## src/rtl/cordic_seq.sv

```systemverilog
// Iteration sequencer for the single-step cordic datapath: accepts (x, y), drives
// ITER micro-rotations with k and atan(2^-k) constants, returns the final pair.
module cordic_seq #(
  parameter int WIDTH   = 33,
  parameter int ITER    = 16,
  parameter int TIMEOUT = 64
) (
  input  logic             clk_i,
  input  logic             rst_n_i,
  input  logic             start_i,
  output logic             start_ready_o,
  input  logic [WIDTH-1:0] x_i,
  input  logic [WIDTH-1:0] y_i,
  output logic [WIDTH-1:0] dp_x_o,
  output logic [WIDTH-1:0] dp_y_o,
  output logic [WIDTH-1:0] dp_k_o,
  output logic [WIDTH-1:0] dp_e_k_o,
  output logic             dp_ce_o,
  input  logic             dp_done_i,
  input  logic [WIDTH-1:0] dp_n_out_i,
  input  logic [WIDTH-1:0] dp_y_out_i,
  output logic             res_valid_o,
  input  logic             res_ready_i,
  output logic [WIDTH-1:0] x_o,
  output logic [WIDTH-1:0] y_o,
  output logic             busy_o,
  output logic             err_o
);

  // state  | meaning
  // IDLE   | waiting for start, start_ready high
  // ISSUE  | one-cycle dp_ce strobe, watchdog cleared
  // WAIT   | waiting for dp_done, watchdog counting
  // OUT    | result held until res_ready
  localparam logic [1:0] S_IDLE  = 2'd0;
  localparam logic [1:0] S_ISSUE = 2'd1;
  localparam logic [1:0] S_WAIT  = 2'd2;
  localparam logic [1:0] S_OUT   = 2'd3;

  localparam int WD_W = $clog2(TIMEOUT);
  localparam logic [4:0]      K_LAST  = 5'(ITER - 1);
  localparam logic [WD_W-1:0] WD_LAST = WD_W'(TIMEOUT - 1);

  logic [1:0]       state_q, state_d;
  logic [WIDTH-1:0] xr_q, xr_d, yr_q, yr_d;
  logic [4:0]       k_q, k_d;
  logic [WD_W-1:0]  wdog_q, wdog_d;
  logic             err_q, err_d;
  logic [31:0]      e_k_q, e_k_d;

  // round(atan(2^-k) * 2^30); from k=10 on the cubic term is below half an LSB
  function automatic logic [31:0] atan_rom(input logic [4:0] k);
    case (k)
      5'd0:    atan_rom = 32'h3243F6A9;
      5'd1:    atan_rom = 32'h1DAC6705;
      5'd2:    atan_rom = 32'h0FADBAFD;
      5'd3:    atan_rom = 32'h07F56EA7;
      5'd4:    atan_rom = 32'h03FEAB77;
      5'd5:    atan_rom = 32'h01FFD55C;
      5'd6:    atan_rom = 32'h00FFFAAB;
      5'd7:    atan_rom = 32'h007FFF55;
      5'd8:    atan_rom = 32'h003FFFEB;
      5'd9:    atan_rom = 32'h001FFFFD;
      5'd31:   atan_rom = 32'h00000000;
      default: atan_rom = 32'h40000000 >> k;
    endcase
  endfunction

  always_comb begin
    state_d = state_q;
    xr_d    = xr_q;
    yr_d    = yr_q;
    k_d     = k_q;
    wdog_d  = wdog_q;
    err_d   = err_q;
    case (state_q)
      S_IDLE: begin
        if (start_i) begin
          xr_d    = x_i;
          yr_d    = y_i;
          k_d     = 5'd0;
          err_d   = 1'b0;
          state_d = S_ISSUE;
        end
      end
      S_ISSUE: begin
        wdog_d  = '0;
        state_d = S_WAIT;
      end
      S_WAIT: begin
        if (dp_done_i) begin
          xr_d = dp_n_out_i;
          yr_d = dp_y_out_i;
          if (k_q == K_LAST) begin
            state_d = S_OUT;
          end else begin
            k_d     = k_q + 5'd1;
            state_d = S_ISSUE;
          end
        end else if (wdog_q == WD_LAST) begin
          err_d   = 1'b1;
          state_d = S_IDLE;
        end else begin
          wdog_d = wdog_q + 1'b1;
        end
      end
      S_OUT: begin
        if (res_ready_i) state_d = S_IDLE;
      end
      default: state_d = S_IDLE;
    endcase
    e_k_d = atan_rom(k_d);
  end

  always_ff @(posedge clk_i or negedge rst_n_i) begin
    if (!rst_n_i) begin
      state_q <= S_IDLE;
      xr_q    <= '0;
      yr_q    <= '0;
      k_q     <= '0;
      wdog_q  <= '0;
      err_q   <= 1'b0;
      e_k_q   <= 32'h3243F6A9;
    end else begin
      state_q <= state_d;
      xr_q    <= xr_d;
      yr_q    <= yr_d;
      k_q     <= k_d;
      wdog_q  <= wdog_d;
      err_q   <= err_d;
      e_k_q   <= e_k_d;
    end
  end

  assign start_ready_o = (state_q == S_IDLE);
  assign busy_o        = (state_q != S_IDLE);
  assign dp_ce_o       = (state_q == S_ISSUE);
  assign res_valid_o   = (state_q == S_OUT);
  assign err_o         = err_q;
  assign dp_x_o        = xr_q;
  assign dp_y_o        = yr_q;
  assign dp_k_o        = {{(WIDTH-5){1'b0}}, k_q};
  assign dp_e_k_o      = {{(WIDTH-32){1'b0}}, e_k_q};
  assign x_o           = xr_q;
  assign y_o           = yr_q;

endmodule

```

## config.mk

```make
export PLATFORM = sky130hd
export DESIGN_NAME = cordic_seq
export DESIGN_NICKNAME = d
export VERILOG_FILES = /design/src/rtl/cordic_seq.sv
export SDC_FILE = /design/constraint.sdc
export NUM_CORES = 1
export LEC_CHECK = 0
export ABC_AREA = 1
export ABC_CLOCK_PERIOD_IN_PS = 4860
export CAP_MARGIN = 20
export CORE_AREA = 2 2 131 133
export DETAILED_ROUTE_END_ITERATION = 8
export DIE_AREA = 0 0 133 135
export PLACE_DENSITY = 0.77
export SLEW_MARGIN = 5
export SYNTH_ARGS = -nofsm -noshare
export SYNTH_HDL_FRONTEND = slang
export SYNTH_SLANG_ARGS = --single-unit
```

## constraint.sdc

```tcl
create_clock -name clk_i -period 4.86 [get_ports clk_i]
set_input_delay 0.972 -clock clk_i [delete_from_list [all_inputs] [get_ports clk_i]]
set_output_delay 0.972 -clock clk_i [all_outputs]
set_load 0.02 [all_outputs]
```

### Yosys cells after proc, flatten, opt, wreduce, memory -nomap -nowiden

Index checks and enable logic that the tools add are counted.

| cells by class | value |
|---|---|
| add/subtract/negate cells | 2 |
| eq/ne operators | 22 |
| shifts and indexed selects | 1 |
| muxes and demuxes | 24 |
| reduce and logical (&&, ||, !) cells | 9 |

Operators with widths:

| cell | number |
|---|---|
| $pmux 32 s11 | 1 |
| $mux 33 | 4 |
| $pmux 33 s2 | 2 |
| $shr 31x5->32 const A | 1 |
| $eq 5x3->1 const B | 4 |
| $eq 5x4->1 const B | 3 |
| $mux 5 | 3 |
| $mux 6 | 2 |
| $pmux 6 s2 | 1 |
| $eq 5x2->1 const B | 2 |
| $mux 2 | 5 |
| $ne 2x2->1 const B | 5 |
| $pmux 5 s2 | 1 |
| $reduce_and 3->1 | 3 |
| $pmux 2 s4 | 1 |
| $add 6x1->6 const B | 1 |
| $eq 6x6->1 const B | 1 |
| $reduce_bool 2->1 | 3 |
| $add 5x1->5 const B | 1 |
| $eq 5x1->1 const B | 1 |
| $eq 5x5->1 const B | 1 |
| $logic_not 5->1 | 1 |
| $eq 2x2->1 const B | 2 |
| $reduce_and 4->1 | 1 |
| other kinds (6) | 8 |

| storage, ports and cells | value |
|---|---|
| bits in registers | 112 |
| bits of input ports | 137 |
| logic and storage cells | 65 |

### Longest topological paths before layout

Gate-level depths: netlist (run 1).

| logic depth | value |
|---|---|
| word-level depth | 6 |
| depth in mapped cells | 17 |
| depth with buffers taken out | 17 |

### Worst setup path after synthesis (run 1)

Ideal clock, no wire load.

| timing | value |
|---|---|
| kind | input to register |
| from | in dp_done_i |
| to | reg e_k_q[18] |
| setup time | 0.136 ns |
| arrival | 2.202 ns |
| data required time | 4.724 ns |
| path slack | 2.522 ns |
| stages on the path | 12 |
| path buffers | 1 |
| cells stage by stage | buf_4 nand2_1 nor2_1 nand2_1 nand3_1 nand2_4 inv_2 nor2_4 nand3_2 nand2_1 nor2_4 nand4_1 |

| between the ends | value |
|---|---|
| longest elaborated chain between the ends | 4 |
| elaborated cells on any way between the ends | 15 |

Ends and longest elaborated chain:

| item | RTL line | source |
|---|---|---|
| from (decl) | 19 | `input logic dp_done_i,` |
| $mux 5 (*) | 91 | `if (dp_done_i) begin` |
| $pmux 5 s2 (*) | 76 | `case (state_q)` |
| named net k_d[3] | 46 | `logic [4:0] k_q, k_d;` |
| $shr 31x5->32, or another cell as far along | 65 | `default: atan_rom = 32'h40000000 >> k;` |
| $pmux 32 s11 (*) | 53 | `case (k)` |
| named net e_k_d[18] | 49 | `logic [31:0] e_k_q, e_k_d;` |
| to (signal assigned) | 131 | `e_k_q <= e_k_d;` |
| to (decl) | 49 |  |

Mark *: on every way through the listed nets, which the timed path passes. The rest lies on a longest branch.
A chain may end at the register's enable or synchronous reset.

### Worst setup path after layout (run 1)

| timing | value |
|---|---|
| from | reg state_q[0] |
| to | reg e_k_q[19] |

| between the ends | value |
|---|---|
| longest elaborated chain between the ends | 4 |
| elaborated cells on any way between the ends | 16 |

Ends and longest elaborated chain:

| item | RTL line | source |
|---|---|---|
| from (decl) | 44 | `logic [1:0] state_q, state_d;` |
| from (signal assigned) | 125 | `state_q <= state_d;` |
| $eq 2x2->1 or $logic_not 2->1 (tied branches) | 76 |  |
| $pmux 5 s2 (*) | 76 |  |
| $shr 31x5->32, or another cell as far along | 65 |  |
| $pmux 32 s11 (*) | 53 |  |
| named net e_k_d[19] | 49 |  |

Marked as above.

==> results of run 1 <==
[cells in the mapped netlist]
cell type | n | area share [%]
a21oi_1 | 3 | 0.25
a221oi_1 | 1 | 0.15
a31oi_1 | 66 | 6.8
and3_1 | 1 | 0.10
buf_1 | 7 | 0.44
buf_2 | 5 | 0.42
buf_4 | 98 | 12
buf_6 | 1 | 0.19
clkbuf_1 | 19 | 1.2
clkinv_1 | 1 | 0.062
conb_1 | 1 | 0.062
dfrtp_1 | 95 | 39
dfstp_2 | 16 | 7.0
ha_1 | 6 | 1.2
inv_1 | 21 | 1.3
inv_2 | 11 | 0.68
nand2_1 | 177 | 11
nand2_2 | 7 | 0.73
nand2_4 | 1 | 0.19
nand2_8 | 1 | 0.33
nand3_1 | 36 | 3.0
nand3_2 | 6 | 1.0
nand4_1 | 19 | 2.0
nand4_2 | 1 | 0.21
nand4_4 | 1 | 0.35
nor2_1 | 84 | 5.2
nor2_2 | 2 | 0.21
nor2_4 | 4 | 0.75
nor2_8 | 4 | 1.3
nor3_1 | 4 | 0.33
nor3b_1 | 2 | 0.25
nor4_1 | 1 | 0.10
o211ai_1 | 3 | 0.37
o21a_1 | 1 | 0.12
o21ai_0 | 8 | 0.66
o21ai_1 | 2 | 0.17
xor2_1 | 1 | 0.15
[sequential cells by signal (all words and copies together), names as in the netlist]
register	count
wdog_q	6
err_o	1
dp_y_o	33
state_q	2
dp_x_o	33
e_k_q	31
k_q	5
[kinds of logic after synthesis]
| kind of cell | count (synthesis) |
|---|---|
| other | 1 |
| AOI/OAI and AO/OA | 84 |
| DFF | 111 |
| and+or+nand+nor | 351 |
| xor gates and xnor gates | 1 |
| adders and majority gates | 6 |
| buffers and inverters | 163 |
[layout make-up]
type                    count  area, um^2  share of cell area [%]
repair buffers            315        3140                    34.8
clock buffers               9         225                    2.50
clock inverters             7        93.8                    1.04
inverters                  33         124                    1.38
well taps                 220         275                    3.06
flip-flops and latches    111        2800                    31.1
multi-input cells         473        2350                    26.1
[worst min-delay path by stage]
stage,end,slack [ns],start
after CTS,err_o$_DFFE_PN0P_,0.52,err_o$_DFFE_PN0P_
after global placement,err_o$_DFFE_PN0P_,0.49,err_o$_DFFE_PN0P_
after detailed placement,err_o$_DFFE_PN0P_,0.48,err_o$_DFFE_PN0P_
after floorplan,wdog_q[1]$_DFFE_PN0P_,0.48,wdog_q[1]$_DFFE_PN0P_
after global routing,err_o$_DFFE_PN0P_,0.54,err_o$_DFFE_PN0P_
final,err_o$_DFFE_PN0P_,0.51,err_o$_DFFE_PN0P_
[power by group through the flow]
stage	clock (uW)	combinational (uW)	sequential, uW
2_1_floorplan	0	2200	2130
3_3_place_gp	0	4060	1720
3_5_place_dp	0	4120	1730
4_1_cts	792	4140	1720
5_1_grt	835	4390	1760
6_report	770	4090	1710
[layer usage]
metal / vias up / track usage, %
met5: - / 0
met4: 2 / 5.20
met3: 25 / 5.18
met2: 254 / 37.0
met1: 2622 / 26.0
li1: 2695 / -
[stage by stage]
stage               power [uW]  hold slack [ns]  cells  area, um^2  utilization, %
global placement          5790            0.488   1152        8680            52.9
floorplan                 4330            0.479    747        6140               -
detailed placement        5850            0.483   1152        8680            52.9
finish                    6570            0.512   1168        9000            54.9
CTS                       6650            0.515   1168        9000            54.9
global route              6990            0.541   1168        9000            54.9
[critical path: cells and delay by family (launching register included)]
| family | cells | cell delay (ns) |
|---|---|---|
| flip-flops | 1 | 0.42 |
| buffers and inverters | 3 | 0.60 |
| adder cells (fa/ha/maj) | 1 | 0.70 |
| AND/OR/NAND/NOR | 9 | 1.53 |
==> impl_metrics.yaml, run 1 <==
run_status:
  outcome: "finished, final reports clean"
grt:
  grt_pass1_vias: 5098
  grt_overflow: 0
  grt_pass1_wl_um: 29100
  track_usage_pct: 21.0
  grt_max_degree: 99
  antenna_found_initial: 1
timing:
  fmax_mhz: 297
  min_period_ns: 3.37
  fin_crit_sh_pct: 69.3
  final_max_slew_viol_count: 0
  setup_ws_ns: 1.49
  tightest_slew_ns: 0.898
  fin_worst_skew_ns: 0.00759
  maxSlewHeadroom_pct: 40.2
  finalHoldViolations: 0
  finalSetupViolations: 0
  rsz0062_at_grt: "false"
  tns_ns: 0
finish:
  final_common_cell: "clkdlybuf4s50_1"
  nNetsFinal: 1086
  final_cell_mix: "clkdlybuf4s50_1, nand2_1, dfrtp_1, nor2_1, a31oi_1"
  drive_above_1_share_pct: 8.23
  syn_to_final_growth_pct: 49.4
  fillerInstances: 1496
  antenna_cells: 0
pwr:
  p_int_uw: 3490
  clkPwrFrac_pct: 11.7
  pwr-share-seq_pct: 26.0
  power_frac_comb_pct: 62.2
  powerDensity_nw_per_um2: 730
  ir_drop_uv: 382
  p_sw_uw: 3080
  p_sw_share_pct: 46.8
  p_leak_uw: 0.00384
drt:
  wl_um: 19600
  dr_total_vias: 5598
  met3_length_um: 1450
  highest_layer: "met5"
  ant_nets: 0
  wl_met1_um: 7660
  drtIter0Drc: 325
  met2WireLength_um: 10200
  drc: 0
  wire_per_inst_um: 16.8
  vias_per_cell: 4.79
  dr.pass1.iters: 6
hold_path:
  holdPathStages: 1
  hold_class: "register to register"
yosys:
  synth_area_per_cell_um2: 8.41
  netlist_instances: 717
  yosysSeqAreaShare_pct: 46.4
  synth-compound-area-share_pct: 8.57
  synthesis.area_um2: 6030
  synth.distinct_cells: 37
  synth_top_family_by_area: "simple AND/OR/NAND/NOR gates"
  synthMuxAreaShare_pct: 0
  ys_ff_latch: 111
  synth-xor-area-share_pct: 0.145
  yosys.area_share.simple_pct: 27.1
  ys_warn_count: 0
  synthAdderAreaFrac_pct: 1.25
worst_setup_path:
  worst_ep_required_time_ns: 5.08
  rr_worst_depth: 13
  crit_path_end_kind: "register"
  reg2reg_slack_ns: 1.49
  crit_slowest_cell: "ha_2"
  cp-startpoint: "state_q[0]$_DFFE_PN0P_"
  worstReg2RegEnd: "e_k_q[19]$_DFF_PN0_"
  critPathMaxFanout: 37
  crit_chain: "inv_1, ha_2, inv_2, nand2_2, nand2_2, nand2_1, nand3_1, inv_2, nor2_8, nand4_2, nand2_1, nor2_4, nand4_1"
  startpoint_type: "register"
  worstSetupPathType: "register to register"
  slowest_delay_ns: 0.70
  timing.rr.start: "state_q[0]$_DFFE_PN0P_"
  crit_end: "e_k_q[19]$_DFF_PN0_"
  arrival_ns: 3.59
cts:
  cts_tree: "yes"
  cts.path.max_buffers: 2
  clkTransAtPathRegs_ns: 0.08
  cts_buffers: 9
  clkSinkCount: 111
  root_buffer: "clkbuf_16"
  cts-resized-gates: 0
  h-tree-depth: 3
  insertion_delay_ns: 0.35
  hold_buffers: 0
  postCtsSetupBuffers: 0
placement:
  portBuffers: 309
  dp_hpwl_um: 14800
  place_ws_ns: 1.32
  place.gp.congestion: 0.862
floorplan:
  start_util_pct: 36.7
  die_h_um: 135
  dieArea_um2: 18000
  core_area_um2: 16400
  ioPinCount: 340
  die_w_um: 133
  row_count: 47
job:
  cap_violations: 0
Note: power is estimated with default switching activity, not from simulation.
==> inputs of run 2 (changes only) <==
- ABC_CLOCK_PERIOD_IN_PS: 4860 -> 3000
- CORE_AREA: 2 2 131 133 -> not set
- CORE_ASPECT_RATIO: not set -> 1.25
- CORE_UTILIZATION: not set -> 35
- DIE_AREA: 0 0 133 135 -> not set
- clock period: 4.86 -> 3 ns (I/O delays scaled with it)
==> run 2 against run 1 <==
Clock skew is 0.0047 ns higher. Cell count is 0.34% higher. Non-clock buffer count is 4 higher. Global-route usage is 0.53 points higher. Critical path depth is 2 lower.
==> impl_metrics.yaml, run 2 (synthesis results as in run 1) <==
pwr:
  p_sw_share_pct: 46.6
  power_frac_comb_pct: 63.2
  ir_drop_uv: 718
  p_int_uw: 5660
  powerDensity_nw_per_um2: 1170
  clkPwrFrac_pct: 10.9
  p_leak_uw: 0.00386
  p_sw_uw: 4940
  pwr-share-seq_pct: 26.0
grt:
  antenna_found_initial: 0
  track_usage_pct: 21.5
  grt_overflow: 0
  grt_pass1_vias: 5467
  grt_pass1_wl_um: 29800
  grt_max_degree: 133
floorplan:
  core_area_um2: 16800
  ioPinCount: 340
  dieArea_um2: 17800
  row_count: 53
  start_util_pct: 35.8
  die_h_um: 149
  die_w_um: 119
worst_setup_path:
  slowest_delay_ns: 0.42
  startpoint_type: "register"
  critPathMaxFanout: 30
  worstSetupPathType: "register to register"
  path_buf_inv: 3
  crit_slowest_cell: "dfrtp_1"
  crit_path_end_kind: "register"
  critical_path.top_delay_family: "simple AND/OR/NAND/NOR gates"
  crit_chain: "inv_1, ha_2, buf_4, nand3_1, nand3_1, buf_4, nor2_8, nand4_4, nand2_1, nor2_2, nand4_1"
  arrival_ns: 2.79
  worst_ep_required_time_ns: 3.23
drt:
  wl_um: 19300
  met2WireLength_um: 9820
  highest_layer: "met4"
  drtIter0Drc: 306
  drc: 0
  wire_per_inst_um: 16.5
  ant_nets: 0
  met3_length_um: 1220
  dr_total_vias: 5631
  wl_met1_um: 7700
  dr.pass1.iters: 7
  vias_per_cell: 4.80
timing:
  min_period_ns: 2.56
  fin_crit_sh_pct: 85.5
  finalSetupViolations: 0
  final_max_slew_viol_count: 0
  maxSlewHeadroom_pct: 61.5
  tns_ns: 0
  setup_ws_ns: 0.436
  fmax_mhz: 390
  tightest_slew_ns: 0.578
  finalHoldViolations: 0
  fin_worst_skew_ns: 0.0123
  rsz0062_at_grt: "false"
cts:
  cts_tree: "yes"
  cts_buffers: 9
  clkTransAtPathRegs_ns: 0.08
  root_buffer: "clkbuf_16"
  clkSinkCount: 111
  cts.path.max_buffers: 2
  cts-resized-gates: 0
  postCtsSetupBuffers: 0
  insertion_delay_ns: 0.35
  h-tree-depth: 3
  hold_buffers: 0
finish:
  final_common_cell: "clkdlybuf4s50_1"
  multiInputGateArea_um2: 2350
  nNetsFinal: 1090
  fillerInstances: 1563
  fin_util_pct: 53.6
  instances_no_fill: 1172
  drive_above_1_share_pct: 8.51
  syn_to_final_growth_pct: 49.8
  regArea_um2: 2800
  final_cell_mix: "clkdlybuf4s50_1, nand2_1, dfrtp_1, nor2_1, a31oi_1"
  antenna_cells: 0
run_status:
  outcome: "finished, final reports clean"
placement:
  place_ws_ns: 0.160
  dp_cells: 1156
  portBuffers: 309
  dp_hpwl_um: 14600
  place.gp.congestion: 0.952
hold_path:
  hold_class: "input pin to async pin"
job:
  cap_violations: 0
## run 2: changes by cell type in the layout (fill, tap and decap cells not counted)
cell | previous run | this run
inv_12 | 1 | 0
clkinvlp_4 | 0 | 1
inv_6 | 1 | 4
clkbuf_1 | 0 | 1
clkinv_2 | 0 | 1
clkinv_8 | 3 | 0
inv_8 | 1 | 0
buf_4 | 7 | 8
buf_12 | 0 | 3
clkinv_4 | 1 | 0
## run 2: power groups by stage
stage	Sequential, uW	Clock [uW]	Combinational [uW]
after global routing	2840	1240	7220
after global placement	2770	0	6660
after floorplan	3450	0	3560
after CTS	2760	1190	6750
after detailed placement	2780	0	6720
final	2750	1160	6700
## run 2: area by class of cell
| class | count | share of cell area [%] |
|---|---|---|
| tap | 220 | 3.05 |
| multi-input combinational | 473 | 26.1 |
| inverter | 33 | 1.37 |
| timing repair buffer | 319 | 35.5 |
| sequential | 111 | 31.0 |
| clock inverter | 6 | 0.527 |
| clock buffer | 10 | 2.54 |
## run 2: worst paths after layout
kind	start	endpoint	slack, ns	cells past startpoint
setup / recovery	state_q[0]$_DFFE_PN0P_	e_k_q[21]$_DFF_PN0_	0.44	11
hold / removal	rst_n_i	dp_x_o[6]$_DFFE_PN0P_	0.15	1
setup reg to reg	state_q[0]$_DFFE_PN0P_	e_k_q[21]$_DFF_PN0_	0.44	11
hold reg to reg	err_o$_DFFE_PN0P_	err_o$_DFFE_PN0P_	0.50	1
max in group asynchronous	rst_n_i	dp_x_o[17]$_DFFE_PN0P_	2.17	2
min in group clk_i	err_o$_DFFE_PN0P_	err_o$_DFFE_PN0P_	0.50	1
## run 2: layer usage
| metal | GRT usage, % | up-vias |
|---|---|---|
| met2 | 37.8 | 238 |
| met4 | 8.50 | 0 |
| met1 | 25.9 | 2668 |
| met5 | 0 | - |
| li1 | - | 2688 |
| met3 | 4.20 | 37 |
## run 2: stage by stage
step                      hold WS (ns)  power [uW]  instance area [um^2]
after floorplan                  0.304        7010                  6140
after global placement           0.483        9430                  8750
after detailed placement         0.484        9500                  8750
after CTS                        0.147       10700                  9030
after global routing             0.158       11300                  9030
final                            0.152       10600                  9030
## run 2: worst reg2reg max path: stages, from the launching register on
cell,delay (ns)
dfrtp_1,0.42
inv_1,0.12
ha_2,0.33
buf_4,0.39
nand3_1,0.13
nand3_1,0.16
buf_4,0.22
nor2_8,0.08
nand4_4,0.10
nand2_1,0.12
nor2_2,0.25
nand4_1,0.11
